[src/rtl/usb_rx_deserializer.sv]
// Full-speed USB receive front end: NRZI decode, SYNC detect, bit unstuffing,
// LSB-first byte assembly and EOP detection feeding rx_engine.
module usb_rx_deserializer #(
   parameter int unsigned SYNC_MIN_ZEROS = 5,
   parameter int unsigned MAX_BYTES      = 1026,
   parameter int unsigned IDLE_BITS      = 7
) (
   input  logic       clk,
   input  logic       nRST,
   input  logic       bit_strobe,
   input  logic       dp,
   input  logic       dm,
   output logic       byte_valid,
   output logic       load_data,
   output logic [7:0] data_in,
   output logic       packet_done,
   output logic       packet_abort,
   output logic       stuff_error,
   output logic       align_error
);

   localparam int unsigned ZW  = $clog2(SYNC_MIN_ZEROS + 1);
   localparam int unsigned BCW = $clog2(MAX_BYTES + 1);
   localparam int unsigned IW  = $clog2(IDLE_BITS + 1);
   localparam logic [1:0] LINE_J = 2'b10;

   typedef enum logic [2:0] {ST_IDLE, ST_SYNC, ST_DATA, ST_EOP, ST_ERROR} state_e;

   state_e           state_q, state_d;
   logic [1:0]       prev_q, prev_d;
   logic [ZW-1:0]    zero_q, zero_d;
   logic [2:0]       ones_q, ones_d;
   logic [2:0]       bit_q, bit_d;
   logic [BCW-1:0]   byte_q, byte_d;
   logic [2:0]       se0_q, se0_d;
   logic [IW-1:0]    idle_q, idle_d;
   logic [7:0]       shreg_q, shreg_d;
   logic [7:0]       data_q, data_d;
   logic             valid_d, load_d, done_d, abort_d, stuff_d, align_d;
   logic             is_j, is_k, is_se0, is_se1, dec_bit;

   assign is_j    = dp & ~dm;
   assign is_k    = ~dp & dm;
   assign is_se0  = ~dp & ~dm;
   assign is_se1  = dp & dm;
   assign dec_bit = ({dp, dm} == prev_q);

   // Next-state and output pulse logic; nothing moves without a strobe
   always_comb begin
      state_d = state_q;
      prev_d  = prev_q;
      zero_d  = zero_q;
      ones_d  = ones_q;
      bit_d   = bit_q;
      byte_d  = byte_q;
      se0_d   = se0_q;
      idle_d  = idle_q;
      shreg_d = shreg_q;
      data_d  = data_q;
      load_d  = 1'b0;
      done_d  = 1'b0;
      abort_d = 1'b0;
      stuff_d = 1'b0;
      align_d = 1'b0;
      if (bit_strobe) begin
         prev_d = {dp, dm};
         idle_d = '0;
         case (state_q)
            ST_IDLE: begin
               if (is_k) begin
                  state_d = ST_SYNC;
                  zero_d  = ZW'(1);
               end else if (is_se1) begin
                  state_d = ST_ERROR;
               end
            end
            ST_SYNC: begin
               if (is_se1) begin
                  state_d = ST_ERROR;
               end else if (is_se0) begin
                  state_d = ST_IDLE;
               end else if (!dec_bit) begin
                  if (zero_q != '1) zero_d = zero_q + ZW'(1);
               end else if (zero_q >= ZW'(SYNC_MIN_ZEROS)) begin
                  state_d = ST_DATA;
                  ones_d  = 3'd1;
                  bit_d   = 3'd0;
                  byte_d  = '0;
               end else begin
                  state_d = ST_IDLE;
               end
            end
            ST_DATA: begin
               if (is_se0) begin
                  state_d = ST_EOP;
                  se0_d   = 3'd1;
               end else if (is_se1) begin
                  state_d = ST_ERROR;
                  abort_d = 1'b1;
               end else if (ones_q == 3'd6) begin
                  // Sixth consecutive 1 must be followed by a stuffed 0
                  if (dec_bit) begin
                     state_d = ST_ERROR;
                     stuff_d = 1'b1;
                     abort_d = 1'b1;
                  end else begin
                     ones_d = 3'd0;
                  end
               end else begin
                  shreg_d = {dec_bit, shreg_q[7:1]};
                  ones_d  = dec_bit ? ones_q + 3'd1 : 3'd0;
                  bit_d   = bit_q + 3'd1;
                  if (bit_q == 3'd7) begin
                     if (byte_q == BCW'(MAX_BYTES)) begin
                        state_d = ST_ERROR;
                        abort_d = 1'b1;
                     end else begin
                        data_d = shreg_d;
                        load_d = 1'b1;
                        byte_d = byte_q + BCW'(1);
                     end
                  end
               end
            end
            ST_EOP: begin
               if (is_se0) begin
                  if (se0_q == 3'd3) begin
                     state_d = ST_ERROR;
                     abort_d = 1'b1;
                  end else begin
                     se0_d = se0_q + 3'd1;
                  end
               end else if (is_j) begin
                  state_d = ST_IDLE;
                  done_d  = 1'b1;
                  align_d = (bit_q != 3'd0);
               end else begin
                  state_d = ST_ERROR;
                  abort_d = 1'b1;
               end
            end
            ST_ERROR: begin
               if (is_j) begin
                  if (idle_q == IW'(IDLE_BITS - 1)) begin
                     state_d = ST_IDLE;
                     prev_d  = LINE_J;
                  end else begin
                     idle_d = idle_q + IW'(1);
                  end
               end
            end
            default: state_d = ST_IDLE;
         endcase
      end
      valid_d = (state_d == ST_DATA) || (state_d == ST_EOP);
   end

   always_ff @(posedge clk or negedge nRST) begin
      if (!nRST) begin
         state_q      <= ST_IDLE;
         prev_q       <= LINE_J;
         zero_q       <= '0;
         ones_q       <= '0;
         bit_q        <= '0;
         byte_q       <= '0;
         se0_q        <= '0;
         idle_q       <= '0;
         shreg_q      <= '0;
         data_q       <= '0;
         byte_valid   <= 1'b0;
         load_data    <= 1'b0;
         packet_done  <= 1'b0;
         packet_abort <= 1'b0;
         stuff_error  <= 1'b0;
         align_error  <= 1'b0;
      end else begin
         state_q      <= state_d;
         prev_q       <= prev_d;
         zero_q       <= zero_d;
         ones_q       <= ones_d;
         bit_q        <= bit_d;
         byte_q       <= byte_d;
         se0_q        <= se0_d;
         idle_q       <= idle_d;
         shreg_q      <= shreg_d;
         data_q       <= data_d;
         byte_valid   <= valid_d;
         load_data    <= load_d;
         packet_done  <= done_d;
         packet_abort <= abort_d;
         stuff_error  <= stuff_d;
         align_error  <= align_d;
      end
   end

   assign data_in = data_q;

endmodule

[config.mk]
export PLATFORM = sky130hd
export DESIGN_NAME = usb_rx_deserializer
export DESIGN_NICKNAME = d
export VERILOG_FILES = /design/src/rtl/usb_rx_deserializer.sv
export SDC_FILE = /design/constraint.sdc
export NUM_CORES = 1
export LEC_CHECK = 0
export CORE_MARGIN = 2
export CORE_UTILIZATION = 53
export DETAILED_ROUTE_END_ITERATION = 12
export PLACE_DENSITY = 0.81
export SETUP_SLACK_MARGIN = 0.1
export SYNTH_ARGS = -nofsm -noshare
export SYNTH_HDL_FRONTEND = slang
export SYNTH_SLANG_ARGS = --single-unit
[constraint.sdc]
create_clock -name clk -period 2 [get_ports clk]
set_input_delay 0.2 -clock clk [delete_from_list [all_inputs] [get_ports clk]]
set_output_delay 0.2 -clock clk [all_outputs]
set_load 0.02 [all_outputs]
==> run summary, run 1 <==
IO buf count = 18
Final #Nets = 377
Synth top area share = 46.3%
actual slew at the worst max-slew pin = 0.721 ns
clk_lat worst skew = 0.31 ns
io pins = 19
detailed-route wire length per cell = 18.6 um
Mapped Area = 0.00275 mm2
RSZ-0062 raised after global routing = true
Worst Path Arrival = 2.40 ns
Synth Area in Compound Gates = 16.9%
Worst path slowest cell = or4b_4
Tmin final = 2.22 ns
final hold violations = 0
area share of fa/ha/maj cells after synthesis = 7.27%
Synth Register Bits = 52
delay-heaviest family, CP = simple AND/OR/NAND/NOR gates
EDFF count, synth = 0
CP required = 2.18 ns
DRC violations left = 0
Setup TNS = -3.02 ns
Routed Antenna Nets = 0
clk root buf = clkbuf_8
WHS = 0.465 ns
min-delay src = dp
Setup WS post-layout = -0.218 ns
ant diodes = 0
final wirelength = 7.94 mm
outcome = finished with violations
Worst Path Buf+Inv = 2
Die Height = 76.1 um
worst r2r src = byte_q[0]$_DFFE_PN0P_
max cap viols = 0
Clock Path Buffers = 2
initial DRC count = 283
post-synth top area cell = dfrtp_1
crit share post-route = 111%
core area = 0.00507 mm2
DR vias/cell = 6.26
Netlist cell types = 46
peak supply drop = 0.000356 V
CP Max Fanout = 13
crit path kind = reg2reg
Worst-path clk slew = 0.10 ns
GP Congestion = 0.873
failing checks = negative setup slack
CP endpoint kind = register
Most used DFF post-synth = dfrtp_1
hpwl dp = 4.67 mm
post-synthesis mux area share = 4.41%
vias in the first global route = 2582
Util after Layout = 74.7%
grt total ovfl = 0
relative slew slack = 51.9%
P_leak = 0.00173 uW
Pre-antenna DRT Iters = 6
DIE WIDTH = 76.1 um
syn nets = 303
largest cells by area after synthesis = dfrtp_1 (46%), ha_1 (7.3%), nand2_1 (6.4%)
post-synthesis sequential area ratio = 47.3%
H-tree levels = 2
FMAX = 451 MHz
largest net degree at the start of global routing = 33
critical path cell sequence = inv_1, ha_1, or4b_4, o41a_1, nor2_2, buf_12, nor4_1, mux2i_1
crit-path max cell delay = 0.46 ns
CTS tree = yes
xor/xnor share of the synthesized area = 0.636%
Worst Setup SP = byte_q[0]$_DFFE_PN0P_
cell area power density = 543 mW/mm2
DR vias = 2675
startpoint types = register
initial antenna violation count = 0
Ys Warns = 0
Avg Cell Area, Syn = 9.77 um2
class of the worst hold path = in2reg
Mapped Cells = 282
CTS buffer count = 5
Worst Skew = 0.00833 ns
Slew Viols, Final = 0
area growth from synthesis to layout = 37.7%
first-pass GRT wire length = 12.1 mm
simple-gate share of the synthesized area = 19.6%
row cnt = 26
Final Setup Violations = 21
Global Route Usage Sum = 26.2%
largest family of logic cells by synthesized area = simple AND/OR/NAND/NOR gates
ys async rst share = 100%
die area = 0.00579 mm2
Starting Density = 54.3%
fraction of layout cells with a size suffix above 1 = 30.0%
Sink Count = 52
-- per-layer routing --
metal | wire length [um] | part of all wire (%) | global-route usage [%] | vias up
li1 | - | - | - | 1177
met1 | 3260 | 41 | 32.8 | 1308
met2 | 3760 | 47 | 43.2 | 151
met3 | 582 | 7.3 | 5.09 | 39
met4 | 327 | 4.1 | 14.0 | 0
met5 | 0 | 0 | 0 | -
-- synth_stat cells, types with 3 or more instances --
cell type,instances
a21oi_1,11
a22o_1,5
a31oi_1,3
and2_1,5
buf_2,3
clkbuf_1,7
dfrtp_1,51
ha_1,16
inv_1,17
mux2_2,9
nand2_1,47
nand2b_1,4
nand3_1,7
nand4_1,4
nor2_1,13
nor2b_1,3
nor3_1,3
nor4_1,4
o21ai_0,14
o22ai_1,3
o31a_1,3
o31ai_1,11
o41ai_1,3
or4_1,6
or4b_1,3
-- power by group --
part / internal [uW] / total, uW / switching, uW
Sequential: 1070 / 1090 / 16.8
Combinational: 91.4 / 206 / 114
Clock: 409 / 765 / 356
Total: 1570 / 2060 / 487
-- kinds of logic (layout without fill, tap and decap cells) --
| logic type | count (synthesis) | count (layout) |
|---|---|---|
| AOI/OAI and AO/OA | 67 | 68 |
| xor gates and xnor gates | 2 | 2 |
| adders and majority gates | 16 | 16 |
| buffers and inverters | 27 | 101 |
| DFF | 52 | 52 |
| muxes | 11 | 11 |
| and+or+nand+nor | 107 | 107 |
-- area by class of cell --
class,instances,area [um2]
multi-input cells,204,1580
inverters,17,67.6
clock inverters,2,38.8
fillers,326,1280
flip-flops and latches,52,1300
repair buffers,76,636
clock buffers,6,82.6
well taps,70,87.6
-- what timing repair did --
action	in CTS	in global routing
pin swaps	2	2
setup endpoints to repair	39	37
hold buffers	1	0
endpoints found under the hold margin	29	0
buffers inserted	5	2
gates cloned	1	0
gates resized for setup	25	23
-- stage by stage --
step,total power [uW],area (um2),cells,setup slack [ns]
after floorplan,1180,2790,282,-0.0718
after global placement,1280,3390,410,-0.546
after detailed placement,1280,3390,410,-0.581
after CTS,2040,3660,425,-0.147
after global routing,2130,3790,427,-0.274
final,2060,3790,427,-0.218
-- tightest hold or removal path, cell delays in order --
cell,delay (ns)
dlygate4sd2_1,0.28
buf_4,0.14
o22a_1,0.13
-- cell usage in the layout (no fill, tap or decap), drive strengths merged, types with 4 or more instances in the layout --
master         count
a21oi             12
a22o               5
and2               5
buf               58
clkbuf             6
clkdlybuf4s50     15
dfrtp             51
ha                16
inv               16
mux2               9
nand2             47
nand2b             4
nand3              7
nand4              4
nor2              13
nor3               4
nor4               4
o21ai             14
o31ai             11
or4                6
-- worst paths after layout --
kind / endpoint / slack (ns) / cells after the start
max: byte_q[4]$_DFFE_PN0P_ / -0.22 / 8
min: prev_q[1]$_DFFE_PN1P_ / 0.46 / 3
max reg2reg: byte_q[4]$_DFFE_PN0P_ / -0.22 / 8
min reg2reg: se0_q[1]$_DFFE_PN0P_ / 0.49 / 2
max in group asynchronous: bit_q[2]$_DFFE_PN0P_ / 0.88 / 3
min in group asynchronous: state_q[1]$_DFF_PN0_ / 0.48 / 2
-- registers in the layout, summed over array words and instances, names as in the netlist --
name and count:
shreg_q 7, packet_done 1, bit_q 3, align_error 1, se0_q 3, data_in 8
byte_valid 1, idle_q 3, stuff_error 1, ones_q 3, packet_abort 1, load_data 1
state_q 3, byte_q 11, prev_q 2, zero_q 3
No activity file was read; power rests on OpenSTA's default activity.
==> inputs of run 2 (changes only) <==
--- a/config.mk
+++ b/config.mk
@@ -5,7 +5,6 @@
 export SDC_FILE = /design/constraint.sdc
 export NUM_CORES = 1
 export LEC_CHECK = 0
-export CORE_MARGIN = 2
 export CORE_UTILIZATION = 53
 export DETAILED_ROUTE_END_ITERATION = 12
 export PLACE_DENSITY = 0.81
==> run summary, run 2 (same netlist as run 1, synthesis figures left out) <==
Pint = 1580 uW
Clock power frac = 37.2%
final hold violations = 0
crit path kind = reg2reg
fill cell count = 259
peak supply drop = 0.000347 V
Routed Antenna Nets = 0
Pre-antenna DRT Iters = 6
Starting Density = 56.8%
CP required = 2.20 ns
IO buf count = 18
GP Congestion = 0.854
Sw Ratio = 24.2%
R2R Setup Slk = -0.20 ns
io pins = 19
Reg area = 0.00130 mm2
max cap viols = 0
relative slew slack = 52.4%
Logic pwr share = 10.5%
DR vias = 2751
failing checks = negative setup slack
first-pass GRT wire length = 11.8 mm
RSZ-0062 raised after global routing = true
clk root buf = clkbuf_8
fraction of layout cells with a size suffix above 1 = 35.6%
CP Max Fanout = 8
FMAX = 454 MHz
vias in the first global route = 2413
Setup TNS = -2.57 ns
initial DRC count = 246
CTS tree = yes
largest register by flop count = byte_q
Worst Skew = 0.00658 ns
die area = 0.00549 mm2
Worst Path Arrival = 2.40 ns
grt total ovfl = 0
switching power = 505 uW
detailed-route wire length per cell = 20.3 um
Slew Viols, Final = 0
commonest non-fill, non-tap cell in the layout = buf_4
Setup WS post-layout = -0.201 ns
Worst-path clk slew = 0.10 ns
hpwl dp = 4.72 mm
DIE WIDTH = 74.1 um
DR vias/cell = 6.32
H-tree levels = 2
CP endpoint kind = register
Clock Path Buffers = 2
largest net degree at the start of global routing = 34
WHS = 0.342 ns
final wirelength = 8.84 mm
Placed Instances = 413
area of the multi-input gates = 0.00167 mm2
row cnt = 25
Sink Count = 52
CTS buffer count = 5
outcome = finished with violations
crit share post-route = 110%
clk_lat worst skew = 0.32 ns
core area = 0.00485 mm2
cell area power density = 523 mW/mm2
actual slew at the worst max-slew pin = 0.695 ns
max reg flops = 11
DRC violations left = 0
ant diodes = 0
startpoint types = register
Global Route Usage Sum = 29.4%
final non-filler cell total = 435
area growth from synthesis to layout = 44.8%
P_leak = 0.00184 uW
Die Height = 74.1 um
initial antenna violation count = 0
Final #Nets = 388
most frequent cells in the layout = buf_4 (56), dfrtp_1 (50), nand2_1 (45)
register share of total power = 52.3%
overall power = 2090 uW
Tmin final = 2.20 ns
Final Setup Violations = 20
class of the worst hold path = in2reg
==> run 2: metrics by stage <==
stage	worst slack [ns]	util [%]	cell area, um2
final	-0.201	82.3	3990
after global routing	-0.231	82.3	3990
after CTS	-0.126	76.3	3700
after detailed placement	-0.578	70.7	3430
after global placement	-0.547	70.7	3430
after floorplan	-0.0718	-	2790
==> run 2: routing by layer <==
| metal | vias up | routed length, um | GRT usage [%] |
|---|---|---|---|
| met1 | 1345 | 3450 | 37.9 |
| met2 | 170 | 4310 | 48.4 |
| li1 | 1197 | - | - |
| met4 | 0 | 363 | 11.3 |
| met5 | - | 0 | 0 |
| met3 | 39 | 721 | 6.50 |
==> run 2: cell type report <==
class | instances | share of cell area (%)
clock buffers | 6 | 2.07
clock inverters | 2 | 0.972
inverters | 17 | 1.69
multi-input cells | 204 | 41.8
flip-flops and latches | 52 | 32.7
well taps | 67 | 2.10
repair buffers | 87 | 18.7
==> run 2: worst paths after layout <==
check                                           start                      to  cells after the start
max in group asynchronous                        nRST    state_q[1]$_DFF_PN0_                      3
worst max register to register  byte_q[0]$_DFFE_PN0P_  data_in[2]$_DFFE_PN0P_                      6
min in group asynchronous                        nRST   idle_q[0]$_DFFE_PN0P_                      2
worst min-delay path                       bit_strobe   prev_q[0]$_DFFE_PN0P_                      3
worst min register to register   se0_q[2]$_DFFE_PN0P_    se0_q[2]$_DFFE_PN0P_                      2
worst max-delay path            byte_q[0]$_DFFE_PN0P_  data_in[2]$_DFFE_PN0P_                      6
==> run 2: power by group through the flow <==
stage / Combinational (uW) / Clock (uW) / Sequential, uW
3_3_place_gp: 172 / 0 / 1110
5_1_grt: 235 / 820 / 1090
4_1_cts: 185 / 778 / 1090
6_report: 219 / 775 / 1090
3_5_place_dp: 178 / 0 / 1110
2_1_floorplan: 73.0 / 0 / 1110
==> run 2: worst max-delay path: stages, from the launching register on <==
cell and delay, ns:
dfrtp_1 0.39, inv_1 0.06, ha_1 0.13, or4b_4 0.47, o41a_1 0.46, nand2_4 0.21, mux2_2 0.36
==> run 2: repair_timing <==
item,CTS,global route
hold endpoints to repair,18,0
pin swaps,6,10
cloned,2,0
hold buffers,1,0
buffers inserted,0,11
setup endpoints to repair,39,37
resized for setup,29,48
==> inputs of run 3 (changes only) <==
--- a/config.mk
+++ b/config.mk
@@ -9,6 +9,7 @@
 export DETAILED_ROUTE_END_ITERATION = 12
 export PLACE_DENSITY = 0.81
 export SETUP_SLACK_MARGIN = 0.1
+export SLEW_MARGIN = 25
 export SYNTH_ARGS = -nofsm -noshare
 export SYNTH_HDL_FRONTEND = slang
 export SYNTH_SLANG_ARGS = --single-unit
==> results of run 3 <==
Same layout as run 2: the final DEF is identical, and so are final timing and power.
==> edit 1: new RTL, flow settings as in run 1 <==
`SYNC_MIN_ZEROS`: 5 -> 6.
--- a/src/rtl/usb_rx_deserializer.sv
+++ b/src/rtl/usb_rx_deserializer.sv
@@ -1,7 +1,7 @@
 // Full-speed USB receive front end: NRZI decode, SYNC detect, bit unstuffing,
 // LSB-first byte assembly and EOP detection feeding rx_engine.
 module usb_rx_deserializer #(
-   parameter int unsigned SYNC_MIN_ZEROS = 5,
+   parameter int unsigned SYNC_MIN_ZEROS = 6,
    parameter int unsigned MAX_BYTES      = 1026,
    parameter int unsigned IDLE_BITS      = 7
 ) (
Behaviour: not the same (Yosys sat finds a counterexample within 10 cycles, from zero or initial values and one cycle with nRST low).
==> edit 1 against run 1 <==
Area after synthesis is 0.73% higher; setup slack better by 0.12 ns; sequential cell count stayed put; critical path type unchanged; clock skew is 0.00089 ns higher; synthesized cell count is 1.4% lower; via count is 4.1% lower; cell count is 1.2% lower; the flow still finishes with violations (setup timing); design area is 1.4% lower; critical path depth is 2 lower; routed wire length is 1.5% lower.
Power is not compared: it rests on default switching activity, and its combinational part moved more than twofold at a synthesized area within 25%.
==> edit 1: results (changes against run 1) <==
WP data arrival 2.30 ns (-0.10 ns); Synth Area in XOR/XNOR 0.631% (-0.0046 points); vias in the first global route 2411 (-6.6%); met3 usage 4.86% (-0.24 points); GRT Overall Usage 24.3% (-1.9 points); syn avg cell area 9.98 um^2 (+2.2%); Final setup viols 15 (-29%); Adder-Cell Fraction of Synth Area 6.77% (-0.50 points); initial drt markers 335 (+18%); Setup WS pre-CTS -0.282 ns (+0.299 ns); RR Endpoint data_in[0]$_DFFE_PN0P_; failing checks setup timing; final WL 7.82 mm (-1.5%); Hold Path Class in2async; min setup slack post-route -0.0937 ns (+0.124 ns); post-synthesis compound-gate area fraction 16.6% (-0.39 points); fraction of layout cells with a size suffix above 1 34.1% (+4.1 points); met1 usage 31.5% (-1.3 points); met2 WL 3.90 mm (+3.6%); Unique masters post-synth 50 (+8.7%); GP Congestion 0.880 (+0.74%); outcome complete, but fails checks; routed vias 2564 (-4.1%); area of the multi-input gates 0.00158 mm^2 (+0.24%); CP peak stage delay 0.53 ns (+0.07 ns); Clock Skew 0.00921 ns (+0.000886 ns); Largest Register byte_q; wire length on met3 432 um (-26%); DP Wirelength 4.73 mm (+1.1%); Synth Net Count 298 (-1.7%); setup_tns -0.905 ns (+2.12 ns); M1 WL 3.19 mm (-2.3%); fill cell count 332 (+1.8%); largest net degree at the start of global routing 26 (-21%); Placement Cell Area 0.00334 mm^2 (-1.3%); global-route wire length before repair 11.4 mm (-6.0%); worst r2r path cells 6 (-2); Nets 371 (-1.6%); Rel. slew slack 64.7% (+13 points); sequential area share after synthesis 47.0% (-0.34 points); GRT met2 Usage 41.1% (-2.2 points); synth top area cells dfrtp_1, ha_1, nand2_1, mux2_4, o21ai_0
[edit 1: cell count changes in the layout (fill, tap and decap cells not counted), sizes merged, moves of 4 or more]
cell and delta:
nor2 +8, o31ai -4, or4 -6, a21oi -7
o21ai +8
[edit 1: cells by family after synthesis]
group           Yosys count
xor+xnor                  2
simple gates            108
buf+inv                  24
compound gates           65
flops                    52
fa+ha+maj                15
mux                      12
[edit 1: how the worst max path moves through the flow]
stage,startpoint,end,slack (ns),cells past startpoint
after CTS,byte_q[0]$_DFFE_PN0P_,data_in[5]$_DFFE_PN0P_,0.03,6
after global routing,byte_q[0]$_DFFE_PN0P_,data_in[0]$_DFFE_PN0P_,-0.12,6
after detailed placement,dp,byte_valid$_DFF_PN0_,-0.28,9
final,byte_q[0]$_DFFE_PN0P_,data_in[0]$_DFFE_PN0P_,-0.09,6
after global placement,dp,byte_valid$_DFF_PN0_,-0.17,9
after floorplan,byte_q[0]$_DFFE_PN0P_,data_in[0]$_DFFE_PN0P_,0.1,6
[edit 1: final cells by class]
| class | count | area share (%) |
|---|---|---|
| Clock buffer | 5 | 1.84 |
| Clock inverter | 3 | 0.736 |
| Multi-Input combinational cell | 203 | 42.3 |
| Tap cell | 70 | 2.34 |
| Inverter | 15 | 1.51 |
| Timing Repair Buffer | 74 | 16.5 |
| Sequential cell | 52 | 34.8 |
[edit 1: what timing repair did]
action / in CTS / in global routing
endpoints found under the setup margin: 23 / 37
gates cloned: 0 / 1
hold buffers: 1 / 0
buffers inserted: 2 / 7
gates resized for setup: 9 / 51
endpoints found under the hold margin: 23 / 0
pin swaps: 5 / 9
==> edit 2: new RTL, settings of run 1 <==
Made on the original files. Make the reset (`nRST`) synchronous in one clocked block.
--- a/src/rtl/usb_rx_deserializer.sv
+++ b/src/rtl/usb_rx_deserializer.sv
@@ -155,7 +155,7 @@
       valid_d = (state_d == ST_DATA) || (state_d == ST_EOP);
    end
 
-   always_ff @(posedge clk or negedge nRST) begin
+   always_ff @(posedge clk) begin
       if (!nRST) begin
          state_q      <= ST_IDLE;
          prev_q       <= LINE_J;
Function: differs if nRST is asserted again (counterexample within 10 cycles, from zero or initial values and one cycle with nRST low); with nRST held inactive, the same outputs for 10 cycles.
==> edit 2 against run 1 <==
Power shrank 5.5%; routed wire length decreased by 10%; setup slack better by 0.33 ns; clock power decreased by 15%; global-route usage fell by 2.7 points; critical endpoint is now ones_q[1]$_SDFFE_PN0P_; critical path type unchanged; via count up 0.41%; design area is 3.6% lower; sequential cell count stayed put; hold slack better by 0.025 ns; area after synthesis rose by 0.14%.
==> edit 2: results (changes against run 1) <==
R2R setup slack 0.12 ns (+0.33 ns); outcome completed; number of non-clock buffers 75 (-1.3%); fraction of layout cells with a size suffix above 1 27.2% (-2.7 points); worst-path fanout max 8 (-5); DP Wirelength 4.58 mm (-2.1%); NonClk Buf Share 17.1% (+0.32 points); routed vias 2686 (+0.41%); WP data arrival 2.14 ns (-0.26 ns); dpl cells 441 (+7.6%); worst hold slack 0.490 ns (+0.0255 ns); clock-pin slew on the worst setup and hold paths between 0.1 and 0.15 ns; initial drt markers 129 (-54%); sequential area share after synthesis 37.7% (-9.5 points); reg2reg start zero_q[1]$_SDFFE_PN0P_; vias in the first global route 2502 (-3.1%); Clk pwr share 33.4% (-3.8 points); global-route wire length before repair 11.3 mm (-6.4%); Hold Path Class reg2reg; Clock Skew 0.00719 ns (-0.00114 ns); Layout clock area frac 2.57% (-0.63 points); most used flip-flop cell after synthesis dfxtp_1; GP Congestion 0.914 (+4.7%); fin crit share 94.2% (-17 points); Switching Share 27.5% (+3.9 points); area of the multi-input gates 0.00173 mm^2 (+9.9%); clk buf depth 2 (unchanged); Synth Net Count 342 (+13%); Reg area 0.00105 mm^2 (-19%); ys async rst share 0% (-100 points); Placement Cell Area 0.00331 mm^2 (-2.3%); Switching Power 0.000535 W (+9.9%); Crit path max-delay family simple AND/OR/NAND/NOR gates; Unique masters post-synth 54 (+17%); Worst VDD drop 0.393 mV (+10%); measured slew at the worst slew-check pin 0.481 ns (-0.241 ns); final WL 7.11 mm (-10%); CLK BUF 5 (-1); GRT Overall Usage 23.5% (-2.7 points); Largest Register byte_q; largest net degree at the start of global routing 30 (-9.1%); DRT Pass-1 Iters 5 (-1); synth top area cells dfxtp_1, ha_1, mux2i_1, nor2_1, a21oi_1; min-delay src se0_q[1]$_SDFFE_PN0P_; Gates resized, CTS repair 19 (-24%); combinational power 0.000236 W (+15%); Hold Crit Endpoint se0_q[1]$_SDFFE_PN0P_; top cells by count, synth dfxtp_1, nor2_1, a21oi_1, inv_1, nand2_1; Post-CTS Setup Inserts 4 (-1); post-synthesis cell count 321 (+14%); Setup WS pre-CTS -0.384 ns (+0.197 ns); worst r2r path cells 9 (+1); Nets 409 (+8.5%); Finished Core Util 72.0% (-2.7 points); fill cell count 400 (+23%); routed vias/inst 5.85 (-6.6%); hold path depth 2 (-1); CP peak stage delay 0.34 ns (-0.12 ns)
==> edit 2: changes by cell type in the layout (fill, tap and decap cells not counted), sizes merged, moves of 7 or more <==
cell   before  now
a21oi      12   19
nand2      47   17
dfrtp      51    0
mux2        9    0
dfxtp       0   52
nor2       13   42
mux2i       2   16
==> edit 2: cell families (layout without fill, tap and decap cells) <==
logic type                 Yosys count  count (layout)  share of synthesized area (%)
buffers and inverters               33             100                           5.31
adders and majority gates           16              16                           7.26
AOI/OAI and AO/OA                   72              73                           17.5
and+or+nand+nor                    126             126                           24.5
DFF                                 52              52                           37.7
muxes                               16              16                           5.81
xor gates and xnor gates             6               6                           1.91
==> edit 2: per-layer routing <==
layer	track usage [%]	part of all wire, %	vias up
li1	-	-	1290
met1	28.9	43	1299
met2	42.1	51	86
met3	4.27	4.5	11
met4	6.36	1.7	0
met5	0	0	-
